`config.mk`:
```
export PLATFORM = sky130hd
export DESIGN_NAME = dcache_ctrl
export DESIGN_NICKNAME = d
export VERILOG_FILES = /design/src/rtl/cache_pkg.sv /design/src/rtl/dcache_array.sv /design/src/rtl/dcache_ctrl.sv
export SDC_FILE = /design/constraint.sdc
export NUM_CORES = 1
export LEC_CHECK = 0
export BUFFER_PORTS_ARGS = -buffer_cell sky130_fd_sc_hd__buf_2
export CAP_MARGIN = 30
export CORE_ASPECT_RATIO = 1.1
export CORE_MARGIN = 2
export CORE_UTILIZATION = 45
export CTS_CLUSTER_SIZE = 12
export DETAILED_ROUTE_END_ITERATION = 16
export PLACE_DENSITY = 0.76
export SYNTH_ARGS = -nofsm -noshare
export SYNTH_HDL_FRONTEND = slang
export SYNTH_SLANG_ARGS = --single-unit
```
`constraint.sdc`:
```
create_clock -name clk -period 26 [get_ports clk]
set_input_delay 6.5 -clock clk [delete_from_list [all_inputs] [get_ports clk]]
set_output_delay 6.5 -clock clk [all_outputs]
set_load 0.02 [all_outputs]
```
`src/rtl/cache_pkg.sv`:
```
// Shared definitions for the direct-mapped data cache.
// Holds the controller state encoding, the default geometry and the derived
// tag width used by dcache_ctrl and dcache_array.
package cache_pkg;

  localparam int LINE_NUM_WIDTH_DEF = 3;
  localparam int ADDR_WIDTH_DEF     = 32;
  localparam int WORD_W             = 32;
  localparam int TAG_WIDTH_DEF      = ADDR_WIDTH_DEF - LINE_NUM_WIDTH_DEF;

  typedef enum logic [1:0] {
    IDLE = 2'd0,
    WB   = 2'd1,
    FILL = 2'd2
  } state_t;

endpackage

```
`src/rtl/dcache_array.sv`:
```
// Line storage for the direct-mapped data cache.
// Each line holds valid, dirty, tag and one data word.
//   clk, rst           : clock, synchronous active-low reset (clears valid/dirty only)
//   rd_idx             : async read index; rd_valid/rd_dirty/rd_tag/rd_data out
//   wr_en, wr_idx      : synchronous full-line write (valid is set, dirty = wr_dirty)
//   wr_dirty, wr_tag, wr_data : contents of the written line
//   clr_dirty_en, clr_idx     : synchronous dirty clear for one line
module dcache_array
  import cache_pkg::*;
#(
  parameter int LINE_NUM_WIDTH = LINE_NUM_WIDTH_DEF,
  parameter int TAG_W          = TAG_WIDTH_DEF
) (
  input  logic                      clk,
  input  logic                      rst,
  input  logic [LINE_NUM_WIDTH-1:0] rd_idx,
  output logic                      rd_valid,
  output logic                      rd_dirty,
  output logic [TAG_W-1:0]          rd_tag,
  output logic [WORD_W-1:0]         rd_data,
  input  logic                      wr_en,
  input  logic [LINE_NUM_WIDTH-1:0] wr_idx,
  input  logic                      wr_dirty,
  input  logic [TAG_W-1:0]          wr_tag,
  input  logic [WORD_W-1:0]         wr_data,
  input  logic                      clr_dirty_en,
  input  logic [LINE_NUM_WIDTH-1:0] clr_idx
);

  localparam int LINES = 1 << LINE_NUM_WIDTH;

  logic [LINES-1:0]  valid_q;
  logic [LINES-1:0]  dirty_q;
  logic [TAG_W-1:0]  tag_q  [LINES];
  logic [WORD_W-1:0] data_q [LINES];

  assign rd_valid = valid_q[rd_idx];
  assign rd_dirty = dirty_q[rd_idx];
  assign rd_tag   = tag_q[rd_idx];
  assign rd_data  = data_q[rd_idx];

  always_ff @(posedge clk) begin
    if (!rst) begin
      valid_q <= '0;
      dirty_q <= '0;
    end else begin
      if (wr_en) begin
        valid_q[wr_idx] <= 1'b1;
        dirty_q[wr_idx] <= wr_dirty;
      end
      if (clr_dirty_en) begin
        dirty_q[clr_idx] <= 1'b0;
      end
    end
  end

  // Tag and data carry no reset; a line is meaningless until valid is set.
  always_ff @(posedge clk) begin
    if (wr_en) begin
      tag_q[wr_idx]  <= wr_tag;
      data_q[wr_idx] <= wr_data;
    end
  end

endmodule

```
`src/rtl/dcache_ctrl.sv`:
```
// Direct-mapped, write-back, write-allocate data cache controller, one-word lines.
// Serves hits with no wait cycles; on a miss writes back a dirty victim and
// fills the line over the RAM ren/wen/ack handshake while stalling the CPU.
//   clk, rst                     : clock, synchronous active-low reset
//   cpu_addr/ren/wen/din         : MEM-stage request (ren&wen counts as store)
//   cpu_dout, cpu_stall          : hit data (0 when not hitting), pipeline freeze
//   mem_addr/ren/wen/dout        : registered RAM request, held until mem_ack
//   mem_din, mem_ack             : RAM read data and one-cycle completion pulse
//   hit_cnt, miss_cnt            : statistics counters
// Build option: define DCACHE_STATS_EN to enable the counters; otherwise both
// counter outputs are tied to zero.
module dcache_ctrl
  import cache_pkg::*;
#(
  parameter int LINE_NUM_WIDTH = LINE_NUM_WIDTH_DEF,
  parameter int ADDR_WIDTH     = ADDR_WIDTH_DEF
) (
  input  logic                  clk,
  input  logic                  rst,
  input  logic [ADDR_WIDTH-1:0] cpu_addr,
  input  logic                  cpu_ren,
  input  logic                  cpu_wen,
  input  logic [WORD_W-1:0]     cpu_din,
  output logic [WORD_W-1:0]     cpu_dout,
  output logic                  cpu_stall,
  output logic [ADDR_WIDTH-1:0] mem_addr,
  output logic                  mem_ren,
  output logic                  mem_wen,
  output logic [WORD_W-1:0]     mem_dout,
  input  logic [WORD_W-1:0]     mem_din,
  input  logic                  mem_ack,
  output logic [31:0]           hit_cnt,
  output logic [31:0]           miss_cnt
);

  localparam int TAG_W = ADDR_WIDTH - LINE_NUM_WIDTH;

  state_t state_q, state_d;

  logic [ADDR_WIDTH-1:0] miss_addr_q;
  logic [ADDR_WIDTH-1:0] mem_addr_q;
  logic                  mem_ren_q;
  logic                  mem_wen_q;
  logic [WORD_W-1:0]     mem_dout_q;

  logic [LINE_NUM_WIDTH-1:0] cpu_idx, miss_idx;
  logic [TAG_W-1:0]          cpu_tag, miss_tag;

  logic              rd_valid, rd_dirty;
  logic [TAG_W-1:0]  rd_tag;
  logic [WORD_W-1:0] rd_data;

  logic                      wr_en, wr_dirty, clr_dirty_en;
  logic [LINE_NUM_WIDTH-1:0] wr_idx;
  logic [TAG_W-1:0]          wr_tag;
  logic [WORD_W-1:0]         wr_data;

  logic req, hit, idle_miss, wb_done, fill_done;

  assign cpu_idx  = cpu_addr[LINE_NUM_WIDTH-1:0];
  assign cpu_tag  = cpu_addr[ADDR_WIDTH-1:LINE_NUM_WIDTH];
  assign miss_idx = miss_addr_q[LINE_NUM_WIDTH-1:0];
  assign miss_tag = miss_addr_q[ADDR_WIDTH-1:LINE_NUM_WIDTH];

  // The CPU request is held stable during a stall, so the array can always be
  // read at the CPU index; the victim fields are captured when the miss starts.
  dcache_array #(
    .LINE_NUM_WIDTH(LINE_NUM_WIDTH),
    .TAG_W         (TAG_W)
  ) u_array (
    .clk         (clk),
    .rst         (rst),
    .rd_idx      (cpu_idx),
    .rd_valid    (rd_valid),
    .rd_dirty    (rd_dirty),
    .rd_tag      (rd_tag),
    .rd_data     (rd_data),
    .wr_en       (wr_en),
    .wr_idx      (wr_idx),
    .wr_dirty    (wr_dirty),
    .wr_tag      (wr_tag),
    .wr_data     (wr_data),
    .clr_dirty_en(clr_dirty_en),
    .clr_idx     (miss_idx)
  );

  assign req       = cpu_ren | cpu_wen;
  assign hit       = rd_valid & (rd_tag == cpu_tag);
  assign idle_miss = (state_q == IDLE) & req & ~hit;
  // Acks only count while our own request is up; stray pulses are dropped.
  assign wb_done   = (state_q == WB)   & mem_wen_q & mem_ack;
  assign fill_done = (state_q == FILL) & mem_ren_q & mem_ack;

  assign mem_addr = mem_addr_q;
  assign mem_ren  = mem_ren_q;
  assign mem_wen  = mem_wen_q;
  assign mem_dout = mem_dout_q;

  always_comb begin
    state_d      = state_q;
    cpu_stall    = 1'b0;
    cpu_dout     = '0;
    wr_en        = 1'b0;
    wr_idx       = cpu_idx;
    wr_dirty     = 1'b1;
    wr_tag       = cpu_tag;
    wr_data      = cpu_din;
    clr_dirty_en = 1'b0;
    case (state_q)
      IDLE: begin
        if (hit) begin
          cpu_dout = rd_data;
        end
        if (req && hit && cpu_wen) begin
          wr_en = 1'b1;
        end
        if (idle_miss) begin
          cpu_stall = 1'b1;
          state_d   = (rd_valid && rd_dirty) ? WB : FILL;
        end
      end
      WB: begin
        cpu_stall = 1'b1;
        if (wb_done) begin
          clr_dirty_en = 1'b1;
          state_d      = FILL;
        end
      end
      FILL: begin
        cpu_stall = 1'b1;
        if (fill_done) begin
          wr_en    = 1'b1;
          wr_idx   = miss_idx;
          wr_dirty = 1'b0;
          wr_tag   = miss_tag;
          wr_data  = mem_din;
          state_d  = IDLE;
        end
      end
      default: state_d = IDLE;
    endcase
  end

  always_ff @(posedge clk) begin
    if (!rst) begin
      state_q     <= IDLE;
      miss_addr_q <= '0;
      mem_addr_q  <= '0;
      mem_ren_q   <= 1'b0;
      mem_wen_q   <= 1'b0;
      mem_dout_q  <= '0;
    end else begin
      state_q <= state_d;
      case (state_q)
        IDLE: begin
          if (idle_miss) begin
            miss_addr_q <= cpu_addr;
            if (rd_valid && rd_dirty) begin
              mem_wen_q  <= 1'b1;
              mem_addr_q <= {rd_tag, cpu_idx};
              mem_dout_q <= rd_data;
            end else begin
              mem_ren_q  <= 1'b1;
              mem_addr_q <= cpu_addr;
            end
          end
        end
        WB: begin
          if (wb_done) begin
            mem_wen_q <= 1'b0;
          end
        end
        FILL: begin
          // After a writeback the bus sits idle for one cycle before the
          // read is raised, so ren never follows wen on the same edge.
          if (fill_done) begin
            mem_ren_q <= 1'b0;
          end else if (!mem_ren_q) begin
            mem_ren_q  <= 1'b1;
            mem_addr_q <= miss_addr_q;
          end
        end
        default: ;
      endcase
    end
  end

`ifdef DCACHE_STATS_EN
  logic [31:0] hit_cnt_q, miss_cnt_q;

  // The completion cycle after a fill is an IDLE hit and is counted as such.
  always_ff @(posedge clk) begin
    if (!rst) begin
      hit_cnt_q  <= '0;
      miss_cnt_q <= '0;
    end else begin
      if ((state_q == IDLE) && req && hit) begin
        hit_cnt_q <= hit_cnt_q + 32'd1;
      end
      if (idle_miss) begin
        miss_cnt_q <= miss_cnt_q + 32'd1;
      end
    end
  end

  assign hit_cnt  = hit_cnt_q;
  assign miss_cnt = miss_cnt_q;
`else
  assign hit_cnt  = '0;
  assign miss_cnt = '0;
`endif

endmodule

```
==> results.rst <==
.. list-table::
   :header-rows: 1

   * - Metric
     - Value
   * - Share of final-layout standard cells stronger than drive strength 1
     - 0.220
   * - Highest metal used
     - met5
   * - Average instance area after synthesis
     - around 14 um^2
   * - Number of buffers added by the clock tree synthesis step
     - 61
   * - Horizontal die dimension
     - 234 um
   * - Setup Buffers After CTS
     - 0
   * - Part of the cycle the worst path needs
     - 0.649
   * - Post-DP HPWL
     - around 42,000 um
   * - Row count
     - 92
   * - Design area
     - 29,600 um^2
   * - Setup crit end kind
     - primary output
   * - Maximum number of pins on one net before global-route repair
     - 80
   * - Synthesis warning total
     - 0
   * - Level count of the clock H-tree
     - 2
   * - CTS root buffer
     - sky130_fd_sc_hd__clkbuf_16
   * - Netlist area before placement
     - around 26,000 um^2
   * - Sequential cell area fraction in the yosys report
     - 0.650
   * - Placed inst area
     - 27,600 um^2
   * - Critical path startpoint
     - cpu_addr[1]
   * - Reg-to-reg startpoint
     - u_array.tag_q[0][9]$_DFFE_PP_
   * - Asr flop ratio synth
     - 0
   * - Length of routed met3 wiring
     - 6190 um
   * - Number of antenna violations at the first check in global routing
     - 4
   * - Worst-Margin Slew
     - approximately 1 ns
   * - Nets
     - 2,172
   * - Vias in the first global route
     - 16,700
   * - Flip-flop and latch count after synthesis
     - 604
   * - Top post-synthesis cells by count
     - 488 x sky130_fd_sc_hd__edfxtp_1, 322 x sky130_fd_sc_hd__nand2_1, 116 x sky130_fd_sc_hd__dfxtp_1
   * - Data arrival time of the critical path
     - 10.37 ns
   * - Sum of internal, switching and leakage power
     - 2.15 mW
   * - I/O pin count
     - 264
   * - Final worst clock skew
     - 0.0589 ns
   * - Final Hold Violating Endpoints
     - 0
   * - Number of I/O port buffers
     - 199
   * - Setup tns final
     - 0 ns
   * - Category of the most critical setup path
     - in -> out
   * - Setup-violating endpoint count in the final report
     - 0
   * - Count of final max-slew check failures
     - 0
   * - Number of design-rule violations left by the first detailed-router iteration
     - 1,951
   * - Total GRT Usage
     - 0.224
   * - Count of fill cells added during filler insertion
     - 4,728
   * - Startpoint of the tightest hold check path
     - mem_addr[14]$_SDFFE_PN0P_
   * - Most instantiated library cell after synthesis
     - sky130_fd_sc_hd__edfxtp_1
   * - Effective utilization at floorplan
     - 0.456
   * - Synth area leaders
     - sky130_fd_sc_hd__edfxtp_1 56%, sky130_fd_sc_hd__dfxtp_1 8.9%, sky130_fd_sc_hd__mux4_2 7.9%
   * - Count of vias placed by the detailed router
     - between 15,000 and 20,000
   * - Total core area
     - 57,300 um^2
   * - Post-synth top area share
     - 0.561
   * - Clk buf depth
     - 3
   * - Number of distinct library cells after synthesis
     - 66
   * - Type of the most critical hold path
     - reg -> reg
   * - Number of sinks driven by the clock tree
     - between 600 and 700
   * - Routed Antenna Nets
     - 0
   * - Number of flops mapped to enable cells by yosys
     - roughly 490
   * - Maximum net fanout on the critical path
     - 54
   * - Die Height
     - 257 um
   * - Final WL
     - 68,400 um
   * - Detailed-route vias per instance
     - 5.94
   * - Area Overhead vs Synth
     - 13.3%
   * - CTS tree
     - done
   * - Power per standard cell area
     - roughly 73 nW/um^2
   * - Leakage
     - approximately 11 nW
   * - Count of hold-fix buffers inserted at cts
     - 0
   * - Peak supply drop
     - 0.0000538 V
   * - Die Area
     - 60,000 um^2
   * - RePlAce Congestion
     - 0.927
   * - Total of cells resized after clock tree synthesis
     - 0
   * - Clock latency at the later pin of the worst-skew pair
     - 0.66 ns
   * - Post-synthesis cell type with the largest combined area
     - sky130_fd_sc_hd__edfxtp_1
   * - Required time worst endpoint
     - between 15 and 20 ns
   * - Detailed-routing wirelength on met1
     - 26,100 um
   * - Critical path startpoint category
     - input pin
   * - Maximum clock rate
     - 59.3 MHz
   * - Reg2Reg Setup Slack
     - ~20 ns
   * - Number of standard cells after synthesis
     - 1,901
   * - Slew HR
     - 0.351
   * - First-pass GRT wire length
     - 101,000 um
   * - Remaining DRCs
     - 0
   * - Setup repair after global routing missed its margin
     - no
   * - Minimum clock period after layout
     - 16.87 ns
   * - Result of the run
     - finished, final reports clean
   * - Iteration count of the initial detailed-routing pass
     - 5
   * - Clock-pin slew on the worst setup and hold paths
     - 0.06 ns
   * - Post-DR wirelength/cell
     - 23.8 um
   * - Max Cap Viol
     - 0
   * - Main flop type after synthesis
     - sky130_fd_sc_hd__edfxtp_1
   * - Wire length on met2
     - 32,400 um
   * - Overflow after GRT
     - 0
-- flip-flops by register name (all words and copies together), names as in the netlist --
name / cells
u_array.valid_q: 8
state_q: 2
mem_dout: 32
u_array.dirty_q: 8
mem_ren: 1
u_array.tag_q: 232
mem_wen: 1
mem_addr: 32
u_array.data_q: 256
miss_addr_q: 32
-- cells by family (layout without fill, tap and decap cells) --
kind of cell | Yosys count | in the layout | synth area share
mux | 228 | 228 | 0.134
flops | 604 | 604 | 0.650
fa+ha+maj | 4 | 4 | 0.00192
buf+inv | 206 | 360 | 0.0443
other cells | 1 | 67 | 0.000143
xor+xnor | 12 | 12 | 0.00402
compound gates | 325 | 325 | 0.0777
simple gates | 521 | 521 | 0.0886
-- area by class of cell --
type	instances	area (um^2)	share of cell area
tap	752	941	0.0318
clock buffer	100	1770	0.0599
antenna	3	7.51	0.000253
inverter	12	45.0	0.00152
clock inverter	14	184	0.00621
multi-input combinational	1154	8370	0.283
timing repair buffer	234	1320	0.0446
sequential	604	17000	0.573
-- per-stage QoR --
stage,util,worst slack [ns],instances,hold slack (ns)
after floorplan,-,10.51,1964,0.420
after global placement,0.481,9.08,2752,0.432
after detailed placement,0.482,9.06,2755,0.447
after CTS,0.516,9.07,2869,0.458
after global routing,0.517,8.88,2870,0.478
final,0.517,9.13,2873,0.454
-- worst paths after layout --
path	cells past startpoint	to
worst max-delay path	12	cpu_dout[0]
worst min-delay path	2	mem_addr[14]$_SDFFE_PN0P_
worst max register to register	9	u_array.data_q[5][8]$_DFFE_PP_
worst min register to register	2	mem_addr[14]$_SDFFE_PN0P_
-- worst max-delay path, stage by stage --
cell                      delay [ns]
sky130_fd_sc_hd__buf_4          0.56
sky130_fd_sc_hd__buf_4          0.76
sky130_fd_sc_hd__mux4_2         0.60
sky130_fd_sc_hd__mux2i_1        0.25
sky130_fd_sc_hd__xor2_1         0.28
sky130_fd_sc_hd__nand3_1        0.10
sky130_fd_sc_hd__nor3_1         0.16
sky130_fd_sc_hd__and4_1         0.20
sky130_fd_sc_hd__nand3_1        0.13
sky130_fd_sc_hd__buf_4          0.32
sky130_fd_sc_hd__nor2_1         0.19
sky130_fd_sc_hd__buf_2          0.19
-- layout by cell type (no fill, tap or decap), types with 12 or more instances in the layout --
cell / n
sky130_fd_sc_hd__mux4_2: 92
sky130_fd_sc_hd__nand2_1: 322
sky130_fd_sc_hd__edfxtp_1: 488
sky130_fd_sc_hd__mux2_1: 18
sky130_fd_sc_hd__mux2i_1: 90
sky130_fd_sc_hd__nor2_1: 51
sky130_fd_sc_hd__a21oi_1: 86
sky130_fd_sc_hd__nand3_1: 45
sky130_fd_sc_hd__nand2b_1: 19
sky130_fd_sc_hd__dfxtp_1: 116
sky130_fd_sc_hd__o22ai_1: 23
sky130_fd_sc_hd__a22oi_1: 13
sky130_fd_sc_hd__conb_1: 64
sky130_fd_sc_hd__a311oi_1: 32
sky130_fd_sc_hd__buf_4: 33
sky130_fd_sc_hd__or3_1: 12
sky130_fd_sc_hd__mux2_2: 27
sky130_fd_sc_hd__clkbuf_16: 61
sky130_fd_sc_hd__nand4_1: 12
sky130_fd_sc_hd__clkbuf_1: 29
sky130_fd_sc_hd__o21ai_0: 97
sky130_fd_sc_hd__buf_2: 196
-- report_power, final --
part / internal [mW] / switching (mW) / total, mW
clock: 0.486 / 0.364 / 0.849
combinational: 0.0675 / 0.151 / 0.219
sequential: 1.07 / 0.0135 / 1.09
total: 1.63 / 0.529 / 2.15
-- layer usage --
layer	GRT usage	vias to the layer above
met4	0.116	4
met2	0.357	1014
met5	0	-
met3	0.0416	170
li1	-	7406
met1	0.294	8465
No activity file was read; power rests on OpenSTA's default activity.
